**config.mk**
```make
export PLATFORM = sky130hd
export DESIGN_NAME = uart_transmitter
export DESIGN_NICKNAME = d
export VERILOG_FILES = /design/src/rtl/uart_pkg.sv /design/src/rtl/uart_baud_counter.sv /design/src/rtl/uart_transmitter.sv
export SDC_FILE = /design/constraint.sdc
export NUM_CORES = 1
export LEC_CHECK = 0
export CELL_PAD_IN_SITES_DETAIL_PLACEMENT = 1
export CELL_PAD_IN_SITES_GLOBAL_PLACEMENT = 1
export CORE_AREA = 2 2 50 52
export DETAILED_ROUTE_END_ITERATION = 10
export DIE_AREA = 0 0 52 54
export HOLD_SLACK_MARGIN = 0.12
export PLACE_DENSITY = 0.88
export SLEW_MARGIN = 20
export SYNTH_ARGS = -nofsm -noshare
export SYNTH_HDL_FRONTEND = slang
export SYNTH_SLANG_ARGS = --single-unit
```
**constraint.sdc**
```tcl
create_clock -name clk -period 2.65 [get_ports clk]
set_input_delay 0.265 -clock clk [delete_from_list [all_inputs] [get_ports clk]]
set_output_delay 0.265 -clock clk [all_outputs]
set_load 0.02 [all_outputs]
```
**src/rtl/uart_pkg.sv**
```systemverilog
// Shared definitions for the UART transmit path.
// Holds the FSM state encoding, line levels, the default payload width and
// helpers for counter sizing and frame length.
// Optional feature macro: UART_TX_PARITY_EN (adds one even-parity bit per frame).
package uart_pkg;

  typedef enum logic [2:0] {
    IDLE   = 3'd0,
    START  = 3'd1,
    DATA   = 3'd2,
    PARITY = 3'd3,
    STOP   = 3'd4
  } uart_state_e;

  localparam logic IDLE_LEVEL  = 1'b1;
  localparam logic START_LEVEL = 1'b0;

  localparam int unsigned DEFAULT_DATA_WIDTH = 8;

`ifdef UART_TX_PARITY_EN
  localparam int unsigned PARITY_BITS = 1;
`else
  localparam int unsigned PARITY_BITS = 0;
`endif

  // Bits needed for a counter that takes num_values distinct values, at least 1.
  function automatic int unsigned cnt_width(input int unsigned num_values);
    return (num_values > 1) ? $clog2(num_values) : 1;
  endfunction

  // Total clk cycles from start bit to the end of the last stop bit.
  function automatic int unsigned frame_len(input int unsigned data_width,
                                            input int unsigned clks_per_bit,
                                            input int unsigned stop_bits);
    return (1 + data_width + PARITY_BITS + stop_bits) * clks_per_bit;
  endfunction

endpackage

```
**src/rtl/uart_baud_counter.sv**
```systemverilog
// Bit-time counter for the UART transmitter.
// Counts 0..CLKS_PER_BIT-1 while run is high and wraps on bit_tick_c.
// Ports:
//   clk        - system clock
//   clear      - synchronous clear (reset or frame start)
//   run        - count enable (frame in progress)
//   bit_tick_c - high on the last cycle of the current bit time
//   pre_tick_c - high on the cycle before the last cycle of a bit time
//                (only meaningful when CLKS_PER_BIT > 1)
module uart_baud_counter
  import uart_pkg::*;
#(
  parameter int unsigned CLKS_PER_BIT = 1
) (
  input  logic clk,
  input  logic clear,
  input  logic run,
  output logic bit_tick_c,
  output logic pre_tick_c
);

  localparam int unsigned CNT_W = cnt_width(CLKS_PER_BIT);
  localparam logic [CNT_W-1:0] LAST = CNT_W'(CLKS_PER_BIT - 1);

  logic [CNT_W-1:0] count;

  assign bit_tick_c = (count == LAST);

  // Lookahead used to register the done pulse onto the final cycle.
  if (CLKS_PER_BIT > 1) begin : g_pre
    assign pre_tick_c = (count == CNT_W'(CLKS_PER_BIT - 2));
  end else begin : g_no_pre
    assign pre_tick_c = 1'b0;
  end

  always_ff @(posedge clk) begin
    if (clear) begin
      count <= '0;
    end else if (run) begin
      count <= bit_tick_c ? '0 : count + CNT_W'(1);
    end
  end

endmodule

```
**src/rtl/uart_transmitter.sv**
```systemverilog
// UART serial transmitter.
// Frame: start bit (0), DATA_WIDTH data bits LSB-first, optional even parity,
// STOP_BITS stop bits (1). Each line bit is held CLKS_PER_BIT cycles.
// Optional feature macro: UART_TX_PARITY_EN (even-parity bit before stop bits).
// Ports:
//   clk         - system clock, rising edge
//   tx_enable_n - synchronous active-low reset
//   tx_valid    - upstream word available on tx_data
//   tx_data     - word to send, latched on handshake
//   tx_ready    - can accept a word (IDLE only)
//   tx_out      - serial line, idles high
//   tx_busy     - frame in progress
//   tx_done     - one-cycle pulse on the final cycle of the last stop bit
module uart_transmitter
  import uart_pkg::*;
#(
  parameter int unsigned DATA_WIDTH   = DEFAULT_DATA_WIDTH,
  parameter int unsigned CLKS_PER_BIT = 1,
  parameter int unsigned STOP_BITS    = 1
) (
  input  logic                  clk,
  input  logic                  tx_enable_n,
  input  logic                  tx_valid,
  input  logic [DATA_WIDTH-1:0] tx_data,
  output logic                  tx_ready,
  output logic                  tx_out,
  output logic                  tx_busy,
  output logic                  tx_done
);

  localparam int unsigned BIT_W = cnt_width(DATA_WIDTH);
  localparam logic [BIT_W-1:0] LAST_DATA = BIT_W'(DATA_WIDTH - 1);
  localparam logic [BIT_W-1:0] LAST_STOP = BIT_W'(STOP_BITS - 1);
  localparam logic ONE_CLK = (CLKS_PER_BIT == 1);
  // With one clk per bit and a single stop bit, the stop bit is itself the final cycle.
  localparam logic DONE_ON_STOP_ENTRY = (STOP_BITS == 1) && ONE_CLK;

  uart_state_e           state;
  logic [DATA_WIDTH-1:0] shift_q;
  logic [BIT_W-1:0]      bit_cnt;
`ifdef UART_TX_PARITY_EN
  logic                  parity_q;
`endif

  logic handshake_c;
  logic bit_tick_c;
  logic pre_tick_c;

  assign handshake_c = tx_valid && tx_ready;

  // Bit timing; restarted on reset and on every accepted word.
  uart_baud_counter #(
    .CLKS_PER_BIT(CLKS_PER_BIT)
  ) u_baud (
    .clk       (clk),
    .clear     (!tx_enable_n || handshake_c),
    .run       (tx_busy),
    .bit_tick_c(bit_tick_c),
    .pre_tick_c(pre_tick_c)
  );

  // Frame sequencer with registered line and status outputs.
  always_ff @(posedge clk) begin
    if (!tx_enable_n) begin
      state    <= IDLE;
      shift_q  <= '0;
      bit_cnt  <= '0;
      tx_out   <= IDLE_LEVEL;
      tx_ready <= 1'b1;
      tx_busy  <= 1'b0;
      tx_done  <= 1'b0;
`ifdef UART_TX_PARITY_EN
      parity_q <= 1'b0;
`endif
    end else begin
      tx_done <= 1'b0;
      case (state)
        IDLE: begin
          tx_out <= IDLE_LEVEL;
          if (handshake_c) begin
            state    <= START;
            shift_q  <= tx_data;
            bit_cnt  <= '0;
            tx_out   <= START_LEVEL;
            tx_ready <= 1'b0;
            tx_busy  <= 1'b1;
`ifdef UART_TX_PARITY_EN
            parity_q <= ^tx_data;
`endif
          end
        end

        START: begin
          if (bit_tick_c) begin
            state   <= DATA;
            tx_out  <= shift_q[0];
            shift_q <= shift_q >> 1;
            bit_cnt <= '0;
          end
        end

        DATA: begin
          if (bit_tick_c) begin
            if (bit_cnt == LAST_DATA) begin
`ifdef UART_TX_PARITY_EN
              state   <= PARITY;
              tx_out  <= parity_q;
`else
              state   <= STOP;
              tx_out  <= IDLE_LEVEL;
              bit_cnt <= '0;
              tx_done <= DONE_ON_STOP_ENTRY;
`endif
            end else begin
              tx_out  <= shift_q[0];
              shift_q <= shift_q >> 1;
              bit_cnt <= bit_cnt + BIT_W'(1);
            end
          end
        end

`ifdef UART_TX_PARITY_EN
        PARITY: begin
          if (bit_tick_c) begin
            state   <= STOP;
            tx_out  <= IDLE_LEVEL;
            bit_cnt <= '0;
            tx_done <= DONE_ON_STOP_ENTRY;
          end
        end
`endif

        STOP: begin
          tx_out <= IDLE_LEVEL;
          if (bit_tick_c) begin
            if (bit_cnt == LAST_STOP) begin
              state    <= IDLE;
              tx_ready <= 1'b1;
              tx_busy  <= 1'b0;
            end else begin
              bit_cnt <= bit_cnt + BIT_W'(1);
              tx_done <= ONE_CLK && ((bit_cnt + BIT_W'(1)) == LAST_STOP);
            end
          end else begin
            // Raise done so it lands on the wrap cycle of the last stop bit.
            tx_done <= (bit_cnt == LAST_STOP) && pre_tick_c;
          end
        end

        default: begin
          state    <= IDLE;
          tx_out   <= IDLE_LEVEL;
          tx_ready <= 1'b1;
          tx_busy  <= 1'b0;
        end
      endcase
    end
  end

endmodule

```
==> reports/metrics.cfg <==
[run]
maxCapViolations = 0

[synth]
synth_area_leader_cell = dfxtp_1
synthCells = 95
ys_seq_area_frac = 0.4034
synthFlopType = dfxtp_1
synth_nets = 109
syn_area_um2 = 893.4
avgSynthCellArea_um2 = 9.404
synth_edf_count = 0
async_flop_share = 0
ys_ff_latch = 18
synth_area_leaders = dfxtp_1 (40%), mux2i_1 (7.8%), a21oi_1 (6.7%)
synth_cell_types = 30
synth_top_area_share = 0.4034
yosysWarnings = 0

[global_route]
grt_first_pass_wirelength_um = 3091
globalRouteOverflowTotal = 0
globalRouteMet2Util = 0.2975
grt_usage = 0.1533
grt_busiest_layer = met2
antenna_found_initial = 0
gr-usage-met1 = 0.1551
grt_pass1_vias = 724
grt_max_degree = 18
met3_usage = 0.02778

[drt]
drt_wl_total_um = 1873
drcViolationCount = 0
drtIter0Drc = 5
ant_nets = 0
avgViaCountPerCell = 5.180
wl_per_cell_um = 13.47
drtPass1Iterations = 4
vias = 720

[timing]
slew_headroom = 0.6086
fin_crit_sh = 0.6605
post-route-min-period_ns = 1.750
clock_skew_ns = 0.008338
setup_ws_ns = 0.8998
setup_viol = 0
hold_viol = 0
worst_pin_slew_ns = 0.5871
timing.hold.ws_ns = 0.4529
fin_tns_setup_ns = 0
fmax_mhz = 571.4
maxSlewViolCount = 0
rsz0062_at_grt = no

[clocking]
cts_setup_buffers = 0
clock-root-buffer = clkbuf_4
cts.clk_slew.worst_paths_ns = 0.10
clk_latency_ns = 0.31
post_cts_resized = 0
numCtsBuffers = 3
htreeDepth = 1
hold_buffers = 0
tritoncts = built
clock_sinks = 18
clock_path_buffers = 2

[layout]
layout-drive-gt1-share = 0.1101
layout.nets = 124
n_fill_cell = 277
synthToLayoutAreaGrowth_pct = 20.73
fin_area_um2 = 1079
multi_input_area_um2 = 489.2
seq_area_um2 = 360.3
n_antenna_cell = 0
fin_util = 0.4649

[place]
placed_area_um2 = 1042
dp_hpwl_um = 1429
gp_congestion = 0.7945
place_ws_ns = 0.8958
port_buffers = 14

[worst_setup_path]
crit_path_cell_trace = ha_1 > ha_1 > o32ai_4 > o21ai_0 > a21oi_1
start_kind = flop
critPathSlowestCell = o32ai_4
critical_path.max_stage_delay_ns = 0.58
crit_type = reg -> reg
r2r-start = bit_cnt[0]
crit_start = bit_cnt[0]
critical-path-top-delay-family = compound AO/OA/AOI/OAI gates
crit_buf_inv = 0
cp_max_fo = 17
end_kind = flop
crit_top_cell = ha_1
crit_required_ns = 2.89
worstPathArrival_ns = 1.99

[floorplanning]
floorplan.initialDensity = 0.3851
rows = 18
die_x_um = 52
io_pins = 15
coreArea_um2 = 2320
fp.dieH_um = 54
fp.dieArea_um2 = 2808

[power]
powerDensity_nw_per_um2 = 590.5
ir_worst_vdd_mv = 0.3205
cellLeakagePower_nw = 0.4093

[min_path]
worst_hold_path_type = reg -> reg
hp-start = tx_busy

[status]
status = completed

==> flip-flops by register name (all words and copies together), names as in the netlist <==
signal	flops
tx_done	1
bit_cnt	3
tx_out	1
shift_q	8
tx_ready	1
state	3
tx_busy	1
==> cell usage in the layout, fill, tap and decap left out, drive strengths merged, types with 4 or more instances in the layout <==
master,count
nand3,4
nand2,8
dfxtp,18
nor2,4
a21oi,14
nand2b,4
clkbuf,4
clkdlybuf4s50,14
o21ai,9
mux2i,7
inv,4
==> metal layers <==
metal  vias up  share of wire
met5         -              0
met3         5          0.035
li1        360              -
met1       341           0.41
met4         0          0.022
met2        14           0.54
==> worst reg2reg max path: stages, from the launching register on <==
cell	delay, ns
dfxtp_1	0.34
ha_1	0.19
ha_1	0.26
o32ai_4	0.58
o21ai_0	0.18
a21oi_1	0.14
==> metrics by stage <==
stage	instances	total power, mW
6_report	139	0.6369
5_1_grt	139	0.6745
4_1_cts	139	0.6459
3_5_place_dp	135	0.4693
3_3_place_gp	135	0.4608
2_1_floorplan	95	0.4257
==> cells in the mapped netlist, drive strengths merged, types with 3 or more instances <==
cell type	n
nand2	8
ha	3
mux2i	7
nand3	4
a21oi	14
inv	4
dfxtp	18
nand2b	4
o21ai	9
nor2	4
buf	4
==> where the power goes <==
part / switching (mW) / leakage, nW / internal (mW)
Sequential: 0.0200 / 0.148 / 0.298
Combinational: 0.0717 / 0.240 / 0.0707
Clock: 0.0923 / 0.0210 / 0.0839
==> worst paths after layout <==
path              slack, ns    endpoint  cells after the start
setup / recovery       0.90  shift_q[0]                      5
hold / removal         0.45     tx_busy                      2
setup reg to reg       0.90  shift_q[0]                      5
hold reg to reg        0.45     tx_busy                      2
==> logic make-up (layout without fill, tap and decap cells) <==
logic type      after synthesis  in the layout  share of synthesized area
flops                        18             18                     0.4034
buf+inv                       8             22                    0.04902
simple gates                 28             28                     0.1835
mux                           8              8                    0.09104
xor+xnor                      1              1                   0.009806
compound gates               29             29                     0.2213
fa+ha+maj                     3              3                    0.04202
==> final cells by class <==
type                            count  share of cell area
Tap cell                           30             0.03480
Multi-Input combinational cell     69              0.4536
Timing Repair Buffer               14              0.1299
Clock buffer                        4             0.03364
Sequential cell                    18              0.3341
Inverter                            4             0.01392
Note: power is estimated with default switching activity, not from simulation.
==> RTL change 1: new RTL, same settings <==
Set the package constant `DEFAULT_DATA_WIDTH` to 10 (it was 8).
--- a/src/rtl/uart_pkg.sv
+++ b/src/rtl/uart_pkg.sv
@@ -16,5 +16,5 @@
   localparam logic START_LEVEL = 1'b0;
 
-  localparam int unsigned DEFAULT_DATA_WIDTH = 8;
+  localparam int unsigned DEFAULT_DATA_WIDTH = 10;
 
 `ifdef UART_TX_PARITY_EN
Interface: changed (resized tx_data); port bits go from 15 to 17. The function was not compared with the original's and may differ.
==> RTL change 1 against the unedited design <==
Sequential cell count rose by 3; wire length increased by 47%; design area rose by 26%; power rose by 46%; clock skew down 0.0068 ns; setup slack got worse by 0.31 ns; synthesized area is 33% higher; critical path type unchanged; cell count up 19%; highest routed layer unchanged.
==> RTL change 1: results (changes against the unedited design) <==
Finish
The clock tree cell share of total cell area is 1.94% (-1.4 points). The number of signal-net buffers in the layout is 16 (+2). The multi-input combinational cell count is 92 (+33%). The non-filler instance count after layout is 165 (+19%).

The sequential share of cell area is 31.0% (-2.4 points). The count of inverters other than clock inverters in the layout is 2 (-2). In the final layout, the registers with the most flip-flops are shift_q: 10 flops, bit_cnt: 4 flops, state: 3 flops. The net total in the final layout is 153 (+23%). The filler cell count in the final layout was 265 (-4.3%).

The non-clock buffer contribution to total cell area was 11.8% (-1.2 points). The layout cell share with drive strength beyond 1 came to 11.1% (+0.10 points). The share of the core filled with cells was 58.5% (+12 points).

Routing
The violation count after the first detailed-route iteration was 10 (+5). The mean routed wirelength per cell came to 16.7 um (+24%). The post-route met1 wirelength is 1.14 mm (+50%).

The post-route antenna net violation count is 0 (unchanged). The sum of met2 wire segment lengths after detailed routing is 1.45 mm (+44%). The sum of met3 wire segment lengths after detailed routing is 100 um (+52%).

Synth
The average footprint of a synthesized cell is 9.69 sq um (+3.1%). The count of cell types in the netlist came to 41 (+37%). The synthesized netlist cell count is 123 (+29%). The sequential element share of the synthesized area is 35.3% (-5.1 points). Ranked by total cell area, the synthesized netlist is headed by sky130_fd_sc_hd__dfxtp_1 (35%), sky130_fd_sc_hd__mux2i_1 (7.6%), sky130_fd_sc_hd__o211a_1 (7.6%), sky130_fd_sc_hd__ha_1 (4.2%), sky130_fd_sc_hd__nand2_1 (4.1%).

Counting instances in the post-synthesis netlist gives the leading cell types as sky130_fd_sc_hd__dfxtp_1 (21), sky130_fd_sc_hd__nand2_1 (13), sky130_fd_sc_hd__mux2i_1 (9), sky130_fd_sc_hd__o211a_1 (9). The post-synthesis net count is 140 (+28%). The synthesized flop and latch total is 21 (+3).

Placement
The cell area reported after detailed placement came to 1330 sq um (+28%). The number of input and output port buffers inserted is 16 (+2). The final HPWL from detailed placement came to 2.06 mm (+44%). The routability congestion estimate is 0.704 (-11%). The post-placement setup slack came to 0.661 ns (-0.235 ns).

Global routing
The met1 capacity usage during global routing is 25.4% (+9.9 points). The global-route total usage across every layer is 22.7% (+7.4 points). The first-pass GRT wire length is 4.69 mm (+52%).

The met2 layer usage reported by global route was 42.0% (+12 points). The largest net degree at the start of global routing is 22 (+4). The met3 capacity usage during global routing is 4.44% (+1.7 points).

Power and ir drop
The worst vdd rail ir drop is 0.424 mV (+32%). The total leakage power is 0.576 nW (+41%).

Setup path
The critical path starts at state[0]. The most critical setup path has its endpoint at shift_q[8]. The arrival time at the worst endpoint is 2.28 ns (+0.29 ns). The highest fanout seen on the critical path was 11 (-6). The worst register-to-register path ends at shift_q[8].

Hold path
The worst hold path startpoint is shift_q[9].

Timing
The transition at the pin with the smallest max-transition slack is 0.741 ns (+0.154 ns). The final setup slack of the worst path is 0.585 ns (-0.314 ns). The maximum clock skew at final layout is 0.00153 ns (-0.00680 ns). The worst hold slack across all endpoints was 0.508 ns (+0.0554 ns).

Status
The run finished with clean final reports.
-- RTL change 1: kinds of logic (layout without fill, tap and decap cells) --
family	after synthesis	after routing	share of synthesized area (%)
AOI/OAI and AO/OA	34	34	23.2
adders and majority gates	4	4	4.20
buffers and inverters	10	22	5.67
DFF	21	21	35.3
muxes	9	9	7.56
and+or+nand+nor	45	45	24.1
-- RTL change 1: worst max-delay path, cell delays in order (launching register included) --
cell                       delay (ns)
sky130_fd_sc_hd__dfxtp_1         0.65
sky130_fd_sc_hd__nand2b_1        0.21
sky130_fd_sc_hd__a21oi_2         0.61
sky130_fd_sc_hd__mux2i_1         0.29
sky130_fd_sc_hd__nand2_1         0.07
sky130_fd_sc_hd__o211a_1         0.13
-- RTL change 1: report_power, final --
| group | switching [mW] | leakage, nW | internal, mW |
|---|---|---|---|
| Clock | 0.0995 | 0.0150 | 0.0588 |
| Sequential | 0.0590 | 0.173 | 0.374 |
| Combinational | 0.177 | 0.388 | 0.164 |
| Total | 0.336 | 0.576 | 0.596 |
==> RTL change 2: new RTL, config.mk and constraints unchanged <==
Without the edit above. Re-encode `uart_state_e` (5 states) as Gray code, 3 bits wide.
--- a/src/rtl/uart_pkg.sv
+++ b/src/rtl/uart_pkg.sv
@@ -6,9 +6,9 @@
 
   typedef enum logic [2:0] {
-    IDLE   = 3'd0,
-    START  = 3'd1,
-    DATA   = 3'd2,
-    PARITY = 3'd3,
-    STOP   = 3'd4
+    IDLE   = 3'b000,
+    START  = 3'b001,
+    DATA   = 3'b011,
+    PARITY = 3'b010,
+    STOP   = 3'b110
   } uart_state_e;
 
Behaviour: no difference found for any inputs over 10 cycles, from zero or initial values; not proved beyond that.
==> RTL change 2 against the unedited design <==
Core utilization down 0.11 points; non-clock buffer count up 1; sequential power down 2%; synthesized area down 1.7%; sequential cell count unchanged; sequential share of layout area up 0.078 points; die area unchanged; largest cell class unchanged; power down 6.5%; synthesized cell count down 4.2%; design area down 0.23%; wire length down 9.0%; largest power group unchanged; global-route usage down 0.45 points; combinational power down 18%; setup slack better by 0.036 ns.
==> RTL change 2: results (changes against the unedited design) <==
Setup path
The highest fanout seen on the critical path was 16 (-1). The cell with the biggest individual delay on the critical path is sky130_fd_sc_hd__dfxtp_1. The maximum cell stage delay along the critical path is 0.35 ns (-0.23 ns).

Synth
The synthesized netlist cell count is 91 (-4.2%). The sequential element share of the synthesized area is 41.0% (+0.69 points). In the post-synthesis netlist, the biggest area contributors are sky130_fd_sc_hd__dfxtp_1 (41%), sky130_fd_sc_hd__mux2i_1 (11%), sky130_fd_sc_hd__o211a_1 (8.0%), sky130_fd_sc_hd__nand2_1 (6.8%), sky130_fd_sc_hd__ha_1 (4.3%). The count of cell types in the netlist is 28 (-6.7%).

Timing
The worst slew margin relative to its limit is 60.5% (-0.40 points). The maximum clock frequency was 583 MHz (+2.1%). The maximum clock skew at final layout is 0.0115 ns (+0.00318 ns).

Routing
The via density per instance is 5.10 (-1.6%). The sum of met2 wire segment lengths after detailed routing was 846 um (-16%). The first-pass iteration count of the detailed router came to 3 (-1). The final wirelength is 1.70 mm (-9.0%).

Placement
The post-placement setup slack is 0.931 ns (+0.0352 ns). The cell area reported after detailed placement is 1040 sq um (-0.24%). The routability congestion estimate came to 0.723 (-9.0%).

Finish
The clock tree cell share of total cell area came to 3.37% (+0.0078 points). The net total in the final layout was 121 (-2.4%). The non-clock buffer contribution to total cell area is 13.7% (+0.73 points).

The non-filler instance count after layout is 136 (-2.2%). The number of signal-net buffers in the layout is 15 (+1). The sequential share of cell area is 33.5% (+0.078 points).

Hold path
The worst hold path startpoint is shift_q[7].

Status
The flow ran to the end, and the final reports show no timing, DRC or antenna violations.

Power and ir drop
The share of power burned in the clock network is 27.9% (+0.2 points).

Global routing
The first-pass GRT wire length is 3.08 mm (-0.23%).
[RTL change 2: worst max path at each step]
stage               startpoint         end  cells past startpoint
global route          state[0]  shift_q[2]                      4
detailed placement    state[0]  shift_q[0]                      4
global placement      state[0]  bit_cnt[0]                      4
CTS                   state[0]  shift_q[0]                      4
finish              bit_cnt[0]  shift_q[0]                      6
floorplan           bit_cnt[0]  shift_q[6]                      7
[RTL change 2: worst max-delay path, delay by kind of cell (launching register included)]
| family | cells | cell delay [ns] |
|---|---|---|
| AOI/OAI and AO/OA | 3 | 0.71 |
| adders and majority gates | 2 | 0.43 |
| DFF | 1 | 0.35 |
| and+or+nand+nor | 1 | 0.12 |
[RTL change 2: kinds of logic after synthesis]
logic type / count (synthesis) / share of synthesized area (%)
flops: 18 / 41.0
mux: 10 / 11.4
fa+ha+maj: 3 / 4.27
buf+inv: 8 / 4.42
simple gates: 31 / 17.1
compound gates: 21 / 21.8
